File: src/rtl/cdb_arbiter.sv
// cdb_arbiter: per-FU holding FIFOs feeding an N-wide, LSB-packed, round-robin CDB.
// Define CDB_BYPASS_EN to let an empty FIFO's incoming result compete in its push cycle.
module cdb_arbiter #(
   parameter int N      = 2,
   parameter int NUM_FU = 4,
   parameter int DEPTH  = 2,
   parameter int PRF    = 64,
   parameter int PRF_W  = $clog2(PRF)
) (
   input  logic                         clock,
   input  logic                         reset,
   input  logic                         squash,
   input  logic [NUM_FU-1:0]            fu_valid,
   input  logic [NUM_FU-1:0][31:0]      fu_data,
   input  logic [NUM_FU-1:0][PRF_W-1:0] fu_prf_idx,
   output logic [NUM_FU-1:0]            fu_ready,
   output logic [N-1:0]                 CDB_valid,
   output logic [N-1:0][31:0]           CDB_Data,
   output logic [N-1:0][PRF_W-1:0]      CDB_PRF_idx,
   output logic [$clog2(N):0]           cdb_count
);

   localparam int FU_W   = (NUM_FU > 1) ? $clog2(NUM_FU) : 1;
   localparam int PTR_W  = (DEPTH > 1) ? $clog2(DEPTH) : 1;
   localparam int CNT_W  = $clog2(DEPTH) + 1;
   localparam int SLOT_W = (N > 1) ? $clog2(N) : 1;
   localparam int GCNT_W = $clog2(N) + 1;

   logic [31:0]      mem_data [NUM_FU][DEPTH];
   logic [PRF_W-1:0] mem_tag  [NUM_FU][DEPTH];
   logic [PTR_W-1:0] rd_ptr   [NUM_FU];
   logic [PTR_W-1:0] wr_ptr   [NUM_FU];
   logic [CNT_W-1:0] count    [NUM_FU];
   logic [FU_W-1:0]  rr_ptr;

   logic [NUM_FU-1:0]            has_entry;
   logic [NUM_FU-1:0]            push;
   logic [NUM_FU-1:0]            bypass_cand;
   logic [NUM_FU-1:0]            cand;
   logic [NUM_FU-1:0]            grant;
   logic [NUM_FU-1:0]            wr_en;
   logic [NUM_FU-1:0]            rd_en;
   logic [NUM_FU-1:0][31:0]      cand_data;
   logic [NUM_FU-1:0][PRF_W-1:0] cand_tag;

   logic [N-1:0]            slot_valid;
   logic [N-1:0][31:0]      slot_data;
   logic [N-1:0][PRF_W-1:0] slot_tag;
   logic [GCNT_W-1:0]       n_granted;
   logic [FU_W-1:0]         idx;
   logic [FU_W-1:0]         last_fu;
   logic [FU_W-1:0]         rr_next;

   function automatic logic [PTR_W-1:0] ptr_inc(input logic [PTR_W-1:0] p);
      return (p == PTR_W'(DEPTH - 1)) ? '0 : p + 1'b1;
   endfunction

   // Ready comes only from registered occupancy, so a same-cycle pop never opens a full FIFO.
   for (genvar i = 0; i < NUM_FU; i++) begin : g_fu
      assign has_entry[i] = (count[i] != '0);
      assign fu_ready[i]  = reset && (count[i] < CNT_W'(DEPTH));
      assign push[i]      = fu_valid[i] && fu_ready[i];
`ifdef CDB_BYPASS_EN
      assign bypass_cand[i] = push[i] && !has_entry[i];
`else
      assign bypass_cand[i] = 1'b0;
`endif
      assign cand[i]      = has_entry[i] || bypass_cand[i];
      assign cand_data[i] = has_entry[i] ? mem_data[i][rd_ptr[i]] : fu_data[i];
      assign cand_tag[i]  = has_entry[i] ? mem_tag[i][rd_ptr[i]]  : fu_prf_idx[i];
      assign wr_en[i]     = push[i] && !(grant[i] && bypass_cand[i]);
      assign rd_en[i]     = grant[i] && has_entry[i];
   end

   // Scan from rr_ptr, handing the k-th candidate found to CDB slot k.
   always_comb begin
      grant      = '0;
      slot_valid = '0;
      slot_data  = '0;
      slot_tag   = '0;
      n_granted  = '0;
      last_fu    = rr_ptr;
      idx        = rr_ptr;
      for (int o = 0; o < NUM_FU; o++) begin
         idx = FU_W'((int'(rr_ptr) + o) % NUM_FU);
         if (cand[idx] && (n_granted < GCNT_W'(N))) begin
            grant[idx]                        = 1'b1;
            slot_valid[n_granted[SLOT_W-1:0]] = 1'b1;
            slot_data[n_granted[SLOT_W-1:0]]  = cand_data[idx];
            slot_tag[n_granted[SLOT_W-1:0]]   = cand_tag[idx];
            last_fu                           = idx;
            n_granted                         = n_granted + 1'b1;
         end
      end
      rr_next = (last_fu == FU_W'(NUM_FU - 1)) ? '0 : last_fu + 1'b1;
   end

   // Reset and squash both drop everything buffered and this cycle's grants.
   always_ff @(posedge clock) begin
      if (!reset || squash) begin
         for (int i = 0; i < NUM_FU; i++) begin
            rd_ptr[i] <= '0;
            wr_ptr[i] <= '0;
            count[i]  <= '0;
         end
         rr_ptr      <= '0;
         CDB_valid   <= '0;
         CDB_Data    <= '0;
         CDB_PRF_idx <= '0;
         cdb_count   <= '0;
      end else begin
         for (int i = 0; i < NUM_FU; i++) begin
            if (wr_en[i]) begin
               mem_data[i][wr_ptr[i]] <= fu_data[i];
               mem_tag[i][wr_ptr[i]]  <= fu_prf_idx[i];
               wr_ptr[i]              <= ptr_inc(wr_ptr[i]);
            end
            if (rd_en[i]) begin
               rd_ptr[i] <= ptr_inc(rd_ptr[i]);
            end
            count[i] <= count[i] + CNT_W'(wr_en[i]) - CNT_W'(rd_en[i]);
         end
         if (|grant) begin
            rr_ptr <= rr_next;
         end
         CDB_valid   <= slot_valid;
         CDB_Data    <= slot_data;
         CDB_PRF_idx <= slot_tag;
         cdb_count   <= n_granted;
      end
   end

endmodule

File: config.mk
export PLATFORM = sky130hd
export DESIGN_NAME = cdb_arbiter
export DESIGN_NICKNAME = d
export VERILOG_FILES = /design/src/rtl/cdb_arbiter.sv
export SDC_FILE = /design/constraint.sdc
export NUM_CORES = 1
export LEC_CHECK = 0
export CAP_MARGIN = 0
export CORE_MARGIN = 4
export CORE_UTILIZATION = 63
export CTS_BUF_LIST = sky130_fd_sc_hd__clkbuf_2 sky130_fd_sc_hd__clkbuf_4 sky130_fd_sc_hd__clkbuf_8
export DETAILED_ROUTE_END_ITERATION = 6
export GPL_ROUTABILITY_DRIVEN = 0
export PLACE_DENSITY = 0.95
export SLEW_MARGIN = 10
export SYNTH_ARGS = -nofsm -noshare
export SYNTH_HDL_FRONTEND = slang
export SYNTH_SLANG_ARGS = --single-unit
File: constraint.sdc
create_clock -name clock -period 11.5 [get_ports clock]
set_clock_uncertainty 0.2 [all_clocks]
set_input_delay 2.3 -clock clock [delete_from_list [all_inputs] [get_ports clock]]
set_output_delay 2.3 -clock clock [all_outputs]
set_load 0.01 [all_outputs]
[Word-level counts from Yosys, hierarchy flattened]
Memories as Yosys holds them, arrays and structs flattened.
Index checks and enable logic that the tools add are counted.
Widths: inputs -> output; s select.
Word-level totals
  flip-flop bits (word level): 82
  bits in writable memories: 320
  bits of input ports: 159
  output and inout bits: 84
  logic and storage cells: 311
  memories: 5
Cells by class
  add/subtract/negate cells: 23
  order comparisons: 33
  equal/unequal tests: 1
  mux-type cells: 183
  bitwise operators: 26
  reductions and logical operators: 33
Memories
  mem_data: words 4, bits a word 64, rd ports 4, clocked after Yosys merged registers in 0, wr ports 4, line 29  | logic [31:0] mem_data [NUM_FU][DEPTH];
  mem_tag: words 4, bits a word 12, rd ports 4, clocked after Yosys merged registers in 0, wr ports 4, line 30  | logic [PRF_W-1:0] mem_tag [NUM_FU][DEPTH];
  count: words 4, bits a word 2, rd ports 4, clocked after Yosys merged registers in 0, wr ports 4, line 33  | logic [CNT_W-1:0] count [NUM_FU];
  rd_ptr: words 4, bits a word 1, rd ports 4, clocked after Yosys merged registers in 0, wr ports 4, line 31  | logic [PTR_W-1:0] rd_ptr [NUM_FU];
  wr_ptr: words 4, bits a word 1, rd ports 4, clocked after Yosys merged registers in 0, wr ports 4, line 32  | logic [PTR_W-1:0] wr_ptr [NUM_FU];
Operators by type and width (count)
  $mux 32: 28
  $mux 64: 7
  $bmux 32 s2: 4
  $demux 32 s1: 7
  $bwmux 64: 3
  $mux 6: 28
  $mux 12: 7
  $mux 1: 56
  $bmux 6 s2: 4
  $demux 6 s1: 7
  $bwmux 12: 3
  $mux 2: 14
  $logic_and 1x1->1: 26
  $ge 2x2->1 const B: 8
  $mux 4: 4
  $not 1->2: 8
  $lt 2x2->1 const B: 6
  $lt 2x3->1 const B: 4
  $or 1x1->1: 12
  $or 4x4->4: 3
  $add 1x1->1 const B: 8
  $add 2x1->2: 4
  $add 2x1->2 const B: 4
  $bmux 1 s2: 4
  16 further kinds: 40

[Longest topological paths before layout]
Gate-level depths: netlist of the first run.
An unclocked memory read counts as a cell.
  word-level depth: 19
  depth in mapped cells: 22
  mapped depth without buffers: 16

[Worst setup path before layout of the first run]
No wires, ideal clock.
  path kind: in2reg
  start point: in reset
  end point: mem wr_ptr[0][3] in the netlist's numbering (data pin)
  library setup time: 722 ps
  data arrival time: 5340 ps
  data required time: 10578 ps
  slack: 5238 ps
  stages on the path: 3
  buffers on the path: 0
  path through: nor2b_1 nand2_1 nor3_1
RTL lines
  start, declared: line 11  | input logic reset,
  end, declared: line 32

==> results of run 1 <==
==> worst max-delay path, stage by stage (launching register included) <==
cell,delay (ps)
dfxtp_4,870
inv_4,530
ha_4,1290
mux4_2,560
ha_1,300
a2111oi_2,670
or2_0,540
xnor2_4,340
nand2_1,620
buf_4,450
or2_0,260
a21oi_1,150
==> cell type report <==
type                            instances  area share (%)
Clock buffer                           92            4.55
Clock inverter                         25           0.635
Timing Repair Buffer                  272            10.7
Inverter                               18           0.282
Tap cell                              442            2.23
Sequential cell                       402            45.0
Multi-Input combinational cell       1090            36.6
==> power breakdown <==
group | switching [mW] | internal, mW | leakage, nW
logic | 1.33 | 0.937 | 4.25
clock network | 0.575 | 0.661 | 0.677
registers | 0.0911 | 1.65 | 3.58
total | 2.00 | 3.25 | 8.50
==> state kept, by name, indices dropped and copies added (netlist names), named ones only <==
register and flops:
count 8, cdb_count 2, CDB_valid 2, mem_tag 48
CDB_PRF_idx 12, wr_ptr 4, mem_data 256, rr_ptr 1
rd_ptr 4, CDB_Data 64
==> through the flow <==
step / util (%) / cell area [µm²] / hold WS (ps) / std cells / setup slack [ps]
floorplan: - / 20800 / 333 / 1640 / 5240
global placement: 72.3 / 23500 / 354 / 2224 / 5080
detailed placement: 72.3 / 23500 / 385 / 2224 / 4790
CTS: 76.2 / 24800 / 406 / 2341 / 4770
global route: 76.2 / 24800 / 419 / 2341 / 4300
finish: 76.2 / 24800 / 418 / 2341 / 4510
==> Yosys cell counts (all sizes together) (10+ instances only) <==
cell	n
dfxtp	90
nand2	96
a21oi	44
clkbuf	70
ha	15
or2	10
mux2	188
o22ai	39
edfxtp	312
mux2i	383
buf	60
a22oi	38
nand3	43
nor3	87
nor2	49
inv	18
o211ai	38
==> metal layers <==
metal | vias up | track usage, % | routed length, µm
met5 | - | 0 | 0
met4 | 0 | 18.9 | 4580
met3 | 354 | 6.75 | 5970
met2 | 1228 | 53.9 | 28500
met1 | 7345 | 38.3 | 20700
li1 | 6676 | - | -
==> cells by family (layout without fill, tap and decap cells) <==
family	Yosys count	after routing
AO/OA/AOI/OAI	180	180
XOR/XNOR	9	9
adder cells (fa/ha/maj)	15	15
AND/OR/NAND/NOR	312	312
flip-flops	402	402
buffers and inverters	148	407
multiplexers	574	574
==> final timing paths <==
check                             start                          to  cells past startpoint
max                            register   CDB_PRF_idx[4]$_SDFF_PP0_                     11
min          wr_ptr[0][1]$_SDFFCE_PN0P_  wr_ptr[0][1]$_SDFFCE_PN0P_                      1
max reg2reg                    register   CDB_PRF_idx[4]$_SDFF_PP0_                     11
min reg2reg  wr_ptr[0][1]$_SDFFCE_PN0P_  wr_ptr[0][1]$_SDFFCE_PN0P_                      1
==> impl_metrics.json, run 1 <==
{
  "critPathCaptureType": "register",
  "vias_per_cell": 6.67,
  "hp-class": "reg -> reg",
  "port-buffer-count": 242,
  "syn_area_per_cell_um2": 12.7,
  "fin_nets": 2024,
  "crit_type": "reg -> reg",
  "fmax_mhz": 143,
  "synth_top_cell_by_area": "edfxtp_1",
  "clock_latency_ps": 600,
  "root_buffer": "clkbuf_8",
  "synth_top_area_share_pct": 45.1,
  "r2r_setup_slack_ps": 4510,
  "syn-cell-area_um2": 20800,
  "max_cap_violations": 0,
  "drive_gt1_share_pct": 18.9,
  "die_area_um2": 35900,
  "synthTopCellsByArea": "edfxtp_1, mux2i_1, mux2_2",
  "grt_util_all_layers_pct": 32.1,
  "ys_types": 46,
  "start_util_pct": 63.8,
  "ant_nets": 0,
  "io_pins": 243,
  "yosysWarnings": 0,
  "crit_fanout": 81,
  "ys_seq_area_share_pct": 53.8,
  "worstMarginPinSlew_ps": 1250,
  "first_pass_iters": 7,
  "diodes": 0,
  "p_per_area_nw_per_um2": 212,
  "via_count": 15600,
  "nFillCells": 1940,
  "synth-xor-area-share_pct": 0.416,
  "fin_crit_ps": 6990,
  "synth_edf_count": 312,
  "synth_compound_area_share_pct": 5.95,
  "multi_input_area_um2": 9080,
  "wl_per_cell_um": 25.5,
  "max_slew_margin_pct": 16.5,
  "ctsHoldBuffers": 0,
  "antenna_found_initial": 0,
  "p_total_mw": 5.25,
  "synth.ff_latch_count": 402,
  "cts_buffer_depth": 3,
  "slew_violations": 0,
  "drt_wl_total_um": 59700,
  "die_h_um": 190,
  "fin_tns_setup_ps": 0,
  "syn_nets": 1814,
  "required_ps": 11800,
  "arrival_ps": 7290,
  "crit_path_start_kind": "register",
  "ir_drop_v": 0.000297,
  "async_flop_share_pct": 0,
  "hpwl_um": 39500,
  "drt_iter0_drc": 2199,
  "status": "complete, but fails checks",
  "rsz0062_at_grt": "no",
  "violations": "design-rule violations",
  "hold_violations": 0,
  "cts_buffers": 66,
  "synthFlopType": "edfxtp_1",
  "htreeDepth": 3,
  "synth-adder-area-share_pct": 0.904,
  "syn-instance-count": 1640,
  "regArea_um2": 11200,
  "route.detailed.drc": 11,
  "mostFrequentLayoutCell": "mux2i_1",
  "p_leak_nw": 8.50,
  "area_growth_pct": 19.5,
  "cts_setup_buffers": 0,
  "layout_common_cells": "mux2i_1, edfxtp_1, clkdlybuf4s50_1, mux2_2, nand2_1",
  "clkSlewWorstSetupHoldPaths_ps": 60,
  "overflow": 0,
  "tritoncts": "yes",
  "synthMuxAreaShare_pct": 29.0,
  "synth_top_family_by_area": "multiplexers",
  "cts_resized": 0,
  "clock_sink_count": 402,
  "grt_pass1_wl_um": 89600,
  "fin_crit_sh_pct": 60.8,
  "grt_max_degree": 90,
  "setup_violations": 0,
  "die_w_um": 190,
  "core_area_um2": 32500,
  "grt_pass1_vias": 15900,
  "fp-row-count": 66,
  "yosys.area_share.simple_pct": 6.93
}
No activity file was read; power rests on OpenSTA's default activity.
==> run 2: changes to the inputs <==
--- a/config.mk
+++ b/config.mk
@@ -7,11 +7,11 @@
 export LEC_CHECK = 0
 export CAP_MARGIN = 0
 export CORE_MARGIN = 4
-export CORE_UTILIZATION = 63
+export CORE_UTILIZATION = 53
 export CTS_BUF_LIST = sky130_fd_sc_hd__clkbuf_2 sky130_fd_sc_hd__clkbuf_4 sky130_fd_sc_hd__clkbuf_8
 export DETAILED_ROUTE_END_ITERATION = 6
 export GPL_ROUTABILITY_DRIVEN = 0
-export PLACE_DENSITY = 0.95
+export PLACE_DENSITY = 0.87
 export SLEW_MARGIN = 10
 export SYNTH_ARGS = -nofsm -noshare
 export SYNTH_HDL_FRONTEND = slang
==> constraint.sdc (replaced) <==
create_clock -name clock -period 5.9 [get_ports clock]
set_clock_uncertainty 0.2 [all_clocks]
set_input_delay 1.18 -clock clock [delete_from_list [all_inputs] [get_ports clock]]
set_output_delay 1.18 -clock clock [all_outputs]
set_load 0.01 [all_outputs]
==> run 2 against run 1 <==
The run still ends with design-rule violations left. Clock-buffer cell count increased by 8. Cell count increased by 3.7%. Design area increased by 1.1%. First-iteration DRC count decreased by 7.8%. Clock power increased by 110%. Critical path depth decreased by 1. Core utilization decreased by 11 points. Die area increased by 18%. Sequential cell count unchanged. Sequential power increased by 94%. Fmax increased by 35%. Largest cell class unchanged. Highest routed layer unchanged.
==> impl_metrics.json, run 2 (synthesis gave the netlist of run 1 again) <==
{
  "die_w_um": 206,
  "stdcell_count": 2427,
  "grt_pass1_vias": 15200,
  "dp.cells": 2305,
  "violations": "design-rule violations",
  "clock_latency_ps": 630,
  "pwr-share-clk_pct": 25.1,
  "power_switching_mw": 3.83,
  "p_leak_nw": 8.59,
  "clkSlewWorstSetupHoldPaths_ps": 60,
  "p_comb_share_pct": 42.4,
  "status": "complete, but fails checks",
  "clock_sink_count": 402,
  "core_area_um2": 38600,
  "critPathCaptureType": "register",
  "seqPwrFrac_pct": 32.5,
  "fin_crit_sh_pct": 87.6,
  "layout_common_cells": "mux2i_1, edfxtp_1, clkdlybuf4s50_1, mux2_2, nand2_1",
  "fp-row-count": 72,
  "hp-class": "reg -> reg",
  "fmax_mhz": 193,
  "power.internal_mw": 6.55,
  "max_slew_margin_pct": 18.7,
  "arrival_ps": 5460,
  "fin_nets": 2032,
  "ctsHoldBuffers": 0,
  "slew_violations": 0,
  "htreeDepth": 3,
  "fin_tns_setup_ps": 0,
  "cts_resized": 0,
  "via_count": 15100,
  "grt_util_all_layers_pct": 27.3,
  "antenna_found_initial": 1,
  "ir_drop_v": 0.000630,
  "drt_wl_total_um": 59300,
  "rsz0062_at_grt": "no",
  "fin_crit_ps": 5170,
  "switching_share_pct": 36.9,
  "route.detailed.drc": 17,
  "drt_iter0_drc": 2028,
  "p_per_area_nw_per_um2": 414,
  "crit_type": "reg -> reg",
  "max_cap_violations": 0,
  "crit_fanout": 40,
  "cts_buffer_depth": 3,
  "cp_cell_sequence": "inv_4 > ha_4 > mux4_2 > ha_1 > a2111oi_2 > or2_0 > xnor2_4 > nor2_4 > nor2_1 > nor3_1",
  "ant_nets": 0,
  "wl_per_cell_um": 24.4,
  "port-buffer-count": 242,
  "io_pins": 243,
  "root_buffer": "clkbuf_8",
  "cp_slowest_cell": "nor2_4",
  "grt_max_degree": 90,
  "reg2regPathDepth": 10,
  "die_area_um2": 42400,
  "drive_gt1_share_pct": 19.4,
  "start_util_pct": 53.7,
  "area_growth_pct": 20.8,
  "min_from": "rd_ptr[0]$_SDFFCE_PP0P_",
  "crit_path_start_kind": "register",
  "die_h_um": 206,
  "r2r_setup_slack_ps": 730,
  "hpwl_um": 40100,
  "grt_pass1_wl_um": 88300,
  "overflow": 0,
  "required_ps": 6190,
  "mostFrequentLayoutCell": "mux2i_1",
  "vias_per_cell": 6.21,
  "slowest_delay_ps": 970,
  "hold_violations": 0,
  "whs_path_depth": 1,
  "worstMarginPinSlew_ps": 1220,
  "p_total_mw": 10.4,
  "first_pass_iters": 7,
  "setup_violations": 0,
  "cts_buffers": 69,
  "largest_reg_flops": 256,
  "tritoncts": "yes",
  "cts_setup_buffers": 0
}
==> run 2: changes by cell type in the layout (fill, tap and decap cells not counted), sizes merged <==
cell,previous run,this run
clkbuf,92,100
inv,20,19
buf,30,35
bufinv,1,4
diode,0,1
clkinv,18,12
==> run 2: stage by stage <==
stage	setup slack (ps)	util, %	instance area, µm²	hold slack (ps)
2_1_floorplan	598	-	20800	333
3_3_place_gp	1100	61.2	23700	354
3_5_place_dp	902	61.2	23700	370
4_1_cts	881	64.9	25100	378
5_1_grt	496	64.9	25100	391
6_report	732	64.9	25100	369
==> run 2: area by class of cell <==
type,count,area (µm²)
Fill cell,2820,13600
Sequential cell,402,11200
Multi-Input combinational cell,1090,9080
Timing Repair Buffer,277,2690
Clock buffer,100,1210
Tap cell,518,648
Clock inverter,21,210
Inverter,18,70.1
Antenna cell,1,2.50
==> run 2: worst max-delay path, delay by kind of cell, from the launching register on <==
kind            cells  cell delay, ps
mux                 1             430
compound gates      1             700
flops               1             720
simple gates        4            1890
buf+inv             1              90
fa+ha+maj           2             640
xor+xnor            1             330
==> run 2: power by group through the flow <==
stage	logic, mW	clock network, mW	registers, mW
after floorplan	3.05	0	3.38
after global placement	4.08	0	3.42
after detailed placement	4.25	0	3.42
after CTS	4.27	2.66	3.37
after global routing	4.62	2.80	3.38
final	4.40	2.61	3.38
==> run 2: worst paths after layout <==
| check | to |
|---|---|
| setup / recovery | CDB_Data[38]$_SDFF_PP0_ |
| hold / removal | rd_ptr[0]$_SDFFCE_PP0P_ |
| setup reg to reg | CDB_Data[38]$_SDFF_PP0_ |
| hold reg to reg | rd_ptr[0]$_SDFFCE_PP0P_ |
==> run 2: layer usage <==
layer,up-vias,share of wire [%],track usage (%)
met5,-,0,0
met4,0,5.9,13.8
met3,233,8.6,5.26
met2,888,49,46.5
met1,7261,37,33.1
li1,6691,-,-
